==> src/rtl/move_command_gen_pkg.sv <==
// ---------------------------------------------------------------------------
// move_cmd_pkg
// Shared types for the button-to-movement-command path:
//   cmd_t    3-bit movement command (0 none, 1 left, 2 right, 3 up, 4 down)
//   state_t  emission FSM states (IDLE, ARMED, HOLD)
//   prio_encode  fixed-priority encode of debounced levels
//                (left > right > up > down)
//   umax     larger of two unsigned values, used to size the repeat counter
// ---------------------------------------------------------------------------
package move_cmd_pkg;

    typedef enum logic [2:0] {
        CMD_NONE  = 3'd0,
        CMD_LEFT  = 3'd1,
        CMD_RIGHT = 3'd2,
        CMD_UP    = 3'd3,
        CMD_DOWN  = 3'd4
    } cmd_t;

    typedef enum logic [1:0] {
        IDLE  = 2'd0,
        ARMED = 2'd1,
        HOLD  = 2'd2
    } state_t;

    function automatic cmd_t prio_encode(input logic left, input logic right,
                                         input logic up,   input logic down);
        if (left)       return CMD_LEFT;
        else if (right) return CMD_RIGHT;
        else if (up)    return CMD_UP;
        else if (down)  return CMD_DOWN;
        else            return CMD_NONE;
    endfunction

    function automatic int unsigned umax(input int unsigned a, input int unsigned b);
        return (a > b) ? a : b;
    endfunction

endpackage

==> src/rtl/move_command_gen_if.sv <==
// ---------------------------------------------------------------------------
// move_command_gen_if
// Bundles the raw button inputs, the frame tick and the movement command.
//   btn_left/right/up/down  raw active-high buttons (asynchronous to clk)
//   frame_tick              one-cycle pulse per display frame
//   command                 registered movement command pulse
// Modports:
//   master  stimulus side (drives buttons and tick, reads command)
//   slave   command generator side
// ---------------------------------------------------------------------------
interface move_command_gen_if;
    import move_cmd_pkg::*;

    logic btn_left;
    logic btn_right;
    logic btn_up;
    logic btn_down;
    logic frame_tick;
    cmd_t command;

    modport master (
        output btn_left, btn_right, btn_up, btn_down, frame_tick,
        input  command
    );

    modport slave (
        input  btn_left, btn_right, btn_up, btn_down, frame_tick,
        output command
    );
endinterface

==> src/rtl/move_command_gen_btn_debounce.sv <==
// ---------------------------------------------------------------------------
// btn_debounce
// Two-flop synchroniser followed by a stability counter for one raw button.
// The debounced level flips only after the synchronised sample has disagreed
// with it for DEBOUNCE_CYCLES consecutive cycles; any agreeing sample clears
// the counter.
// Ports:
//   clk        system clock
//   reset      asynchronous, active-high reset
//   btn_raw    raw button input (asynchronous to clk)
//   btn_level  debounced button level
// ---------------------------------------------------------------------------
module btn_debounce #(
    parameter int unsigned DEBOUNCE_CYCLES = 500000
) (
    input  logic clk,
    input  logic reset,
    input  logic btn_raw,
    output logic btn_level
);

    // Counter only has to reach DEBOUNCE_CYCLES-1: the flip happens on the
    // edge that would otherwise take it to DEBOUNCE_CYCLES.
    localparam int unsigned CNT_W = (DEBOUNCE_CYCLES > 1) ? $clog2(DEBOUNCE_CYCLES) : 1;

    if (DEBOUNCE_CYCLES < 1) begin : g_bad_debounce
        $error("btn_debounce: DEBOUNCE_CYCLES must be >= 1");
    end

    logic             sync1_q, sync1_d;
    logic             sync2_q, sync2_d;
    logic             level_q, level_d;
    logic [CNT_W-1:0] cnt_q,   cnt_d;

    always_comb begin
        sync1_d = btn_raw;
        sync2_d = sync1_q;
        level_d = level_q;
        cnt_d   = '0;
        if (sync2_q != level_q) begin
            if (cnt_q == CNT_W'(DEBOUNCE_CYCLES - 1)) begin
                level_d = sync2_q;
            end else begin
                cnt_d = cnt_q + CNT_W'(1);
            end
        end
    end

    always_ff @(posedge clk or posedge reset) begin
        if (reset) begin
            sync1_q <= 1'b0;
            sync2_q <= 1'b0;
            level_q <= 1'b0;
            cnt_q   <= '0;
        end else begin
            sync1_q <= sync1_d;
            sync2_q <= sync2_d;
            level_q <= level_d;
            cnt_q   <= cnt_d;
        end
    end

    assign btn_level = level_q;

endmodule

==> src/rtl/move_command_gen.sv <==
// ---------------------------------------------------------------------------
// move_command_gen
// Turns four raw push-buttons into single-cycle movement command pulses,
// aligned to frame_tick so the object moves one step per frame.
// Each button is synchronised and debounced, the debounced levels are
// priority encoded (left > right > up > down), and a three-state FSM decides
// when to emit. command is registered and is nonzero for exactly one cycle
// per step, in the cycle after the qualifying frame_tick edge.
//
// Optional feature macro: AUTO_REPEAT_EN
//   defined   : a held direction re-emits after REPEAT_DELAY frame ticks and
//               then every REPEAT_PERIOD frame ticks.
//   undefined : one command per debounced press or direction change; the
//               repeat counter is not built.
//
// Ports:
//   clk    system clock
//   reset  asynchronous, active-high reset
//   bus    move_command_gen_if.slave (buttons, frame_tick, command)
// ---------------------------------------------------------------------------
module move_command_gen
    import move_cmd_pkg::*;
#(
    parameter int unsigned DEBOUNCE_CYCLES = 500000,
    parameter int unsigned REPEAT_DELAY    = 20,
    parameter int unsigned REPEAT_PERIOD   = 4
) (
    input  logic                  clk,
    input  logic                  reset,
    move_command_gen_if.slave     bus
);

    if (REPEAT_DELAY < 1 || REPEAT_PERIOD < 1) begin : g_bad_repeat
        $error("move_command_gen: REPEAT_DELAY and REPEAT_PERIOD must be >= 1");
    end

    logic lvl_left, lvl_right, lvl_up, lvl_down;

    btn_debounce #(.DEBOUNCE_CYCLES(DEBOUNCE_CYCLES)) u_db_left (
        .clk(clk), .reset(reset), .btn_raw(bus.btn_left),  .btn_level(lvl_left)
    );
    btn_debounce #(.DEBOUNCE_CYCLES(DEBOUNCE_CYCLES)) u_db_right (
        .clk(clk), .reset(reset), .btn_raw(bus.btn_right), .btn_level(lvl_right)
    );
    btn_debounce #(.DEBOUNCE_CYCLES(DEBOUNCE_CYCLES)) u_db_up (
        .clk(clk), .reset(reset), .btn_raw(bus.btn_up),    .btn_level(lvl_up)
    );
    btn_debounce #(.DEBOUNCE_CYCLES(DEBOUNCE_CYCLES)) u_db_down (
        .clk(clk), .reset(reset), .btn_raw(bus.btn_down),  .btn_level(lvl_down)
    );

    cmd_t   dir_now;
    state_t state_q, state_d;
    cmd_t   dir_q,   dir_d;
    cmd_t   cmd_q,   cmd_d;

`ifdef AUTO_REPEAT_EN
    localparam int unsigned RCNT_MAX = umax(REPEAT_DELAY, REPEAT_PERIOD);
    localparam int unsigned RCNT_W   = $clog2(RCNT_MAX + 1);
    logic [RCNT_W-1:0] rcnt_q, rcnt_d;
`endif

    always_comb begin
        dir_now = prio_encode(lvl_left, lvl_right, lvl_up, lvl_down);
    end

    // Release and direction change are tested before frame_tick, so they win
    // over an emission in the same cycle.
    always_comb begin
        state_d = state_q;
        dir_d   = dir_q;
        cmd_d   = CMD_NONE;
`ifdef AUTO_REPEAT_EN
        rcnt_d  = rcnt_q;
`endif
        case (state_q)
            IDLE: begin
                if (dir_now != CMD_NONE) begin
                    state_d = ARMED;
                    dir_d   = dir_now;
                end
            end
            ARMED: begin
                if (dir_now == CMD_NONE) begin
                    state_d = IDLE;
                    dir_d   = CMD_NONE;
                end else if (dir_now != dir_q) begin
                    dir_d = dir_now;
                end else if (bus.frame_tick) begin
                    cmd_d   = dir_q;
                    state_d = HOLD;
`ifdef AUTO_REPEAT_EN
                    rcnt_d  = RCNT_W'(REPEAT_DELAY);
`endif
                end
            end
            HOLD: begin
                if (dir_now == CMD_NONE) begin
                    state_d = IDLE;
                    dir_d   = CMD_NONE;
                end else if (dir_now != dir_q) begin
                    state_d = ARMED;
                    dir_d   = dir_now;
                end else if (bus.frame_tick) begin
`ifdef AUTO_REPEAT_EN
                    // Emit on the tick that takes rcnt to zero and reload
                    // in the same step, so rcnt never wraps.
                    if (rcnt_q <= RCNT_W'(1)) begin
                        cmd_d  = dir_q;
                        rcnt_d = RCNT_W'(REPEAT_PERIOD);
                    end else begin
                        rcnt_d = rcnt_q - RCNT_W'(1);
                    end
`else
                    cmd_d = CMD_NONE;
`endif
                end
            end
            default: begin
                state_d = IDLE;
                dir_d   = CMD_NONE;
            end
        endcase
    end

    always_ff @(posedge clk or posedge reset) begin
        if (reset) begin
            state_q <= IDLE;
            dir_q   <= CMD_NONE;
            cmd_q   <= CMD_NONE;
`ifdef AUTO_REPEAT_EN
            rcnt_q  <= '0;
`endif
        end else begin
            state_q <= state_d;
            dir_q   <= dir_d;
            cmd_q   <= cmd_d;
`ifdef AUTO_REPEAT_EN
            rcnt_q  <= rcnt_d;
`endif
        end
    end

    assign bus.command = cmd_q;

endmodule

==> src/flat_wrapper.sv <==
// flat-port wrapper written by rule: the top's interface ports become plain ports
module move_command_gen_flat import move_cmd_pkg::*;
#(
    parameter int unsigned DEBOUNCE_CYCLES = 500000,
    parameter int unsigned REPEAT_DELAY    = 20,
    parameter int unsigned REPEAT_PERIOD   = 4
)
  (clk, reset, bus_btn_left, bus_btn_right, bus_btn_up, bus_btn_down, bus_frame_tick, bus_command);
  move_command_gen_if bus_i ();
  input  logic clk;
  input  logic reset;
  input wire logic [$bits(bus_i.btn_left)-1:0] bus_btn_left;
  input wire logic [$bits(bus_i.btn_right)-1:0] bus_btn_right;
  input wire logic [$bits(bus_i.btn_up)-1:0] bus_btn_up;
  input wire logic [$bits(bus_i.btn_down)-1:0] bus_btn_down;
  input wire logic [$bits(bus_i.frame_tick)-1:0] bus_frame_tick;
  output wire logic [$bits(bus_i.command)-1:0] bus_command;
  assign bus_i.btn_left = bus_btn_left;
  assign bus_i.btn_right = bus_btn_right;
  assign bus_i.btn_up = bus_btn_up;
  assign bus_i.btn_down = bus_btn_down;
  assign bus_i.frame_tick = bus_frame_tick;
  assign bus_command = bus_i.command;
  move_command_gen #(.DEBOUNCE_CYCLES(DEBOUNCE_CYCLES), .REPEAT_DELAY(REPEAT_DELAY), .REPEAT_PERIOD(REPEAT_PERIOD)) u_core (.clk(clk), .reset(reset), .bus(bus_i));
endmodule
==> config.mk <==
export PLATFORM = sky130hd
export DESIGN_NAME = move_command_gen_flat
export DESIGN_NICKNAME = d
export VERILOG_FILES = /design/src/rtl/move_command_gen_pkg.sv /design/src/rtl/move_command_gen_if.sv /design/src/rtl/move_command_gen_btn_debounce.sv /design/src/rtl/move_command_gen.sv /design/src/flat_wrapper.sv
export SDC_FILE = /design/constraint.sdc
export NUM_CORES = 1
export LEC_CHECK = 0
export CAP_MARGIN = 20
export CORE_MARGIN = 2
export CORE_UTILIZATION = 56
export CTS_BUF_LIST = sky130_fd_sc_hd__clkbuf_4 sky130_fd_sc_hd__clkbuf_8 sky130_fd_sc_hd__clkbuf_16
export CTS_CLUSTER_DIAMETER = 60
export DETAILED_ROUTE_END_ITERATION = 6
export HOLD_SLACK_MARGIN = 0.1
export PLACE_DENSITY = 0.75
export SLEW_MARGIN = 10
export SYNTH_ARGS = -nofsm -noshare
export SYNTH_HDL_FRONTEND = slang
export SYNTH_SLANG_ARGS = --single-unit
==> constraint.sdc <==
create_clock -name clk -period 2.98 [get_ports clk]
set_input_delay 0.298 -clock clk [delete_from_list [all_inputs] [get_ports clk]]
set_output_delay 0.298 -clock clk [all_outputs]
set_load 0.01 [all_outputs]
==> impl_metrics.env, run 1 <==
export IMPL_yosys_warnings=0
export IMPL_path_class="reg -> reg"
export IMPL_clock_latency_ns=0.35
export IMPL_syn_inst=447
export IMPL_htreeDepth=3
export IMPL_netlist_area_mm2=0.00461
export IMPL_arrival_ns=2.45
export IMPL_drc=0
export IMPL_cts_buffers_inserted=9
export IMPL_routed_wirelength_mm=7.57
export IMPL_die_area_mm2=0.00897
export IMPL_setup_viol=0
export IMPL_cpPeakStageDelay_ns=0.55
export IMPL_multi_input_area_mm2=0.00208
export IMPL_fill_cells=675
export IMPL_report_final_slew_viol_count=0
export IMPL_regArea_mm2=0.00240
export IMPL_hold_class="in -> async"
export IMPL_clockRootBuffer="clkbuf_8"
export IMPL_vias=3085
export IMPL_die_w_um=94.7
export IMPL_vias_per_cell=5.43
export IMPL_start_util=0.569
export IMPL_use_met3=0.0543
export IMPL_finalCritPeriodShare=0.754
export IMPL_drt_iter0_markers=134
export IMPL_cp_num_buf_inv=0
export IMPL_met2_usage=0.309
export IMPL_ctsResizeCount=0
export IMPL_antenna_cells=0
export IMPL_first_pass_iters=6
export IMPL_leakage_nw=2.19
export IMPL_synth_yosys_seq_area_share=0.521
export IMPL_antenna_found_initial=0
export IMPL_layout_nets=473
export IMPL_groute_usage_overall=0.191
export IMPL_post_route_min_period_ns=2.25
export IMPL_maxCapViolCount=0
export IMPL_clock_sinks=96
export IMPL_crit_chain="ha_1 > and4_1 > nand2_1 > nor4_2 > or2_1 > nor2_1"
export IMPL_fin_total_pwr_w=0.00224
export IMPL_rsz0062_at_grt="no"
export IMPL_grt_pass1_wl_mm=13.4
export IMPL_grt_overflow=0
export IMPL_numPortBuffers=9
export IMPL_cts_tree="built"
export IMPL_grt_pass1_vias=3038
export IMPL_post_cts_buffers=0
export IMPL_synth_nets=462
export IMPL_synth_edff_count=0
export IMPL_synth_seq_cells=96
export IMPL_io_pins=10
export IMPL_grt_max_degree=49
export IMPL_core_mm2=0.00809
export IMPL_async_flop_share=1.00
export IMPL_worst_ep_required_time_ns=3.19
export IMPL_area_growth_pct=7.63
export IMPL_hpwl_mm=5.33
export IMPL_top_usage_layer="met2"
export IMPL_hold_buffers=0
export IMPL_layout_drive_gt1_share=0.0972
export IMPL_fmax_mhz=445
export IMPL_clkSlewWorstSetupHoldPaths_ns=0.09
export IMPL_wl_per_cell_um=13.3
export IMPL_max_slew_margin=0.464
export IMPL_start_kind="register"
export IMPL_synth_area_per_cell_um2=10.3
export IMPL_cpMaxStageDelayCell="or2_1"
export IMPL_skew_ns=0.00927
export IMPL_use_met1=0.250
export IMPL_die_y_um=94.7
export IMPL_cts_path_max_buffers=2
export IMPL_irDropWorstVdd_v=0.000366
export IMPL_tightest_slew_ns=0.805
export IMPL_outcome="finished, final reports clean"
export IMPL_rows=33
export IMPL_synth_ff_type="dfrtp_1"
export IMPL_hold_violations=0
export IMPL_final_common_cell="dfrtp_1"
export IMPL_endpoint_kind="register"
export IMPL_yosys_cell_types_count=44
export IMPL_crit_family="simple AND/OR/NAND/NOR gates"
export IMPL_critPathMaxFanout=18
export IMPL_gp_congestion=0.849
export IMPL_powerDensity_mw_per_mm2=452
export IMPL_mostFrequentLayoutCells="dfrtp_1 (96), nor2_1 (82), xor2_1 (48)"
export IMPL_setup_tns_ns=0
export IMPL_ant_nets=0
-- cell families (layout without fill, tap and decap cells) --
logic type,count (synthesis),after routing,synth area share
flip-flops,96,96,0.521
AND/OR/NAND/NOR,227,227,0.253
buffers and inverters,22,38,0.0282
multiplexers,7,7,0.0179
AO/OA/AOI/OAI,16,16,0.0225
adder cells (fa/ha/maj),8,8,0.0217
XOR/XNOR,71,71,0.135
-- power by group --
group / switching, W / internal, W
registers: 0.0000167 / 0.00132
clock network: 0.000425 / 0.000395
logic: 0.0000560 / 0.0000268
-- layer usage --
layer	up-vias	routed length (um)
li1	1526	-
met1	1522	3640
met2	30	3660
met3	7	171
met4	0	98
met5	-	0
-- worst paths after layout --
kind | slack, ns | endpoint | cells past startpoint | startpoint
min in group clk | 0.35 | u_core.u_db_down.sync2_q$_DFF_PP0_ | 0 | u_core.u_db_down.sync1_q$_DFF_PP0_
max | 0.73 | u_core.u_db_left.cnt_q[7]$_DFF_PP0_ | 6 | u_core.u_db_left.cnt_q[0]$_DFF_PP0_
min | 0.28 | u_core.dir_q[2]$_DFFE_PP0P_ | 2 | reset
max reg2reg | 0.73 | u_core.u_db_left.cnt_q[7]$_DFF_PP0_ | 6 | u_core.u_db_left.cnt_q[0]$_DFF_PP0_
min reg2reg | 0.35 | u_core.u_db_down.sync2_q$_DFF_PP0_ | 0 | u_core.u_db_down.sync1_q$_DFF_PP0_
max in group asynchronous | 2.05 | u_core.u_db_left.cnt_q[18]$_DFF_PP0_ | 3 | reset
-- synthesized netlist by cell type, drive strengths merged, types with 3 or more instances --
cell type  count  area [um^2]
nand4         16          100
and4          10         92.6
dfrtp         96         2400
xnor2         23          201
and2           4         25.0
ha             8          100
a21oi          6         30.0
nand2         31          119
nand3         28          140
mux2           7         82.6
and3          13         86.3
o21ai          4         23.8
nor2          92          370
nor3          10         60.1
inv           11         41.3
nor4           7         50.1
nor4bb         3         30.0
buf           10         85.1
nand2b         3         18.8
xor2          48          420
-- cell type report --
cell class	instances	share of cell area
flip-flops and latches	96	0.484
repair buffers	11	0.0237
inverters	11	0.00858
well taps	105	0.0265
clock inverters	6	0.0119
clock buffers	10	0.0265
multi-input cells	329	0.419
-- registers in the layout, indices dropped and copies added (netlist names), 2 cells and up --
register / count
u_core.bus.command: 3
u_core.u_db_left.cnt_q: 19
u_core.dir_q: 3
u_core.u_db_right.cnt_q: 19
u_core.u_db_up.cnt_q: 19
u_core.state_q: 2
u_core.u_db_down.cnt_q: 19
-- worst reg2reg max path, cell delays in order, from the launching register on --
cell	delay [ns]
dfrtp_1	0.41
ha_1	0.22
and4_1	0.32
nand2_1	0.13
nor4_2	0.34
or2_1	0.55
nor2_1	0.12
-- per-stage QoR --
step	utilization	instance area, um^2	std cells	hold WS (ns)	setup slack, ns
global placement	0.589	4770	552	0.334	0.810
global route	0.613	4960	568	0.329	0.547
CTS	0.613	4960	568	0.281	0.750
floorplan	-	4610	447	0.329	0.177
detailed placement	0.589	4770	552	0.336	0.754
finish	0.613	4960	568	0.279	0.734
No activity file was read; power rests on OpenSTA's default activity.
==> run 2, diff against run 1 <==
==> constraint.sdc (replaced) <==
create_clock -name clk -period 1.9 [get_ports clk]
set_input_delay 0.19 -clock clk [delete_from_list [all_inputs] [get_ports clk]]
set_output_delay 0.19 -clock clk [all_outputs]
set_load 0.01 [all_outputs]
==> impl_metrics.env, run 2 (synthesis gave the netlist of run 1 again) <==
export IMPL_clock_latency_ns=0.36
export IMPL_ff2ff_path_depth=6
export IMPL_io_pins=10
export IMPL_area_growth_pct=11.9
export IMPL_maxCapViolCount=0
export IMPL_vias=3150
export IMPL_cts_tree="built"
export IMPL_tightest_slew_ns=0.489
export IMPL_layout_nets=486
export IMPL_fin_util=0.637
export IMPL_hold_slack_ns=0.252
export IMPL_irDropWorstVdd_v=0.000386
export IMPL_fin_total_pwr_w=0.00345
export IMPL_crit_path_end="u_core.state_q[0]$_DFFE_PP0P_"
export IMPL_antenna_found_initial=0
export IMPL_grt_max_degree=97
export IMPL_cts_path_max_buffers=2
export IMPL_vias_per_cell=5.42
export IMPL_first_pass_iters=4
export IMPL_arrival_ns=2.10
export IMPL_cts_buffers_inserted=9
export IMPL_clkSlewWorstSetupHoldPaths_ns=0.09
export IMPL_final_common_cell="dfrtp_1"
export IMPL_drc=0
export IMPL_rows=33
export IMPL_routed_wirelength_mm=8.02
export IMPL_die_area_mm2=0.00897
export IMPL_mostFrequentLayoutCells="dfrtp_1 (94), nor2_1 (82), xor2_1 (48)"
export IMPL_post_route_min_period_ns=1.85
export IMPL_skew_ns=0.00985
export IMPL_start_kind="register"
export IMPL_start_util=0.569
export IMPL_fmax_mhz=540
export IMPL_critPathLaunch="u_core.u_db_left.btn_level$_DFFE_PP0P_"
export IMPL_hold_buffers=0
export IMPL_endpoint_kind="register"
export IMPL_layout_drive_gt1_share=0.147
export IMPL_gp_congestion=0.814
export IMPL_htreeDepth=3
export IMPL_drt_iter0_markers=173
export IMPL_clock_sinks=96
export IMPL_hold_violations=0
export IMPL_core_mm2=0.00809
export IMPL_finalCritPeriodShare=0.974
export IMPL_reg2reg_to="u_core.state_q[0]$_DFFE_PP0P_"
export IMPL_critPathMaxFanout=5
export IMPL_wl_per_cell_um=13.8
export IMPL_report_final_slew_viol_count=0
export IMPL_outcome="finished, final reports clean"
export IMPL_antenna_cells=0
export IMPL_r2r_setup_slack_ns=0.05
export IMPL_numPortBuffers=9
export IMPL_groute_usage_overall=0.194
export IMPL_grt_pass1_vias=3133
export IMPL_grt_pass1_wl_mm=13.7
export IMPL_hpwl_mm=5.22
export IMPL_die_y_um=94.7
export IMPL_setup_viol=0
export IMPL_die_w_um=94.7
export IMPL_leakage_nw=2.25
export IMPL_worst_ep_required_time_ns=2.15
export IMPL_hold_class="in -> reg"
export IMPL_powerDensity_mw_per_mm2=669
export IMPL_rr_startpoint="u_core.u_db_left.btn_level$_DFFE_PP0P_"
export IMPL_path_class="reg -> reg"
export IMPL_max_slew_margin=0.674
export IMPL_grt_overflow=0
export IMPL_rsz0062_at_grt="yes"
export IMPL_clockRootBuffer="clkbuf_8"
export IMPL_ant_nets=0
-- run 2: cell type report --
class	instances	area, um^2
fill	671	2940
sequential	96	2400
multi-input combinational	329	2150
timing repair buffer	24	253
tap	105	131
clock buffer	9	124
clock inverter	7	51.3
inverter	11	45.0
-- run 2: worst min-delay path by stage --
stage	from	end	slack, ns	cells past startpoint
global placement	u_core.u_db_up.sync1_q$_DFF_PP0_	u_core.u_db_up.sync2_q$_DFF_PP0_	0.33	0
detailed placement	u_core.u_db_down.sync1_q$_DFF_PP0_	u_core.u_db_down.sync2_q$_DFF_PP0_	0.33	0
floorplan	bus_btn_down	u_core.u_db_down.sync1_q$_DFF_PP0_	0.22	0
global route	bus_btn_up	u_core.u_db_up.sync1_q$_DFF_PP0_	0.25	1
CTS	bus_btn_up	u_core.u_db_up.sync1_q$_DFF_PP0_	0.24	1
finish	bus_btn_up	u_core.u_db_up.sync1_q$_DFF_PP0_	0.25	1
-- run 2: through the flow --
stage          worst slack [ns]  instances  cell area (um^2)   TNS, ns
3_5_place_dp             0.0165        563              4890         0
4_1_cts                 0.00523        579              5070         0
6_report                 0.0491        581              5160         0
3_3_place_gp              0.131        563              4890         0
5_1_grt                -0.00450        581              5160  -0.00450
2_1_floorplan            0.0191        447              4610         0
-- run 2: repair_timing --
action                                  in CTS  in global routing
buffers inserted                             0                  2
pin swaps                                    0                  3
endpoints found under the setup margin       3                 44
resized for setup                            1                 15
-- run 2: worst max-delay path, stage by stage, from the launching register on --
cell      delay, ns
dfrtp_2        0.47
and3b_1        0.24
a31oi_4        0.19
o31ai_4        0.12
and4bb_1       0.23
o21ai_2        0.19
mux2_4         0.31
-- run 2: power breakdown --
part | internal, W | leakage, nW | switching [W]
combinational | 0.0000592 | 0.851 | 0.0000922
sequential | 0.00207 | 1.31 | 0.0000260
clock | 0.000485 | 0.0864 | 0.000718
-- run 2: metal layers --
layer  share of wire  up-vias  global-route usage
met2            0.49       42               0.309
met3           0.026       14              0.0471
met1            0.47     1544               0.260
met5               0        -                   0
li1                -     1550                   -
met4           0.016        0              0.0725
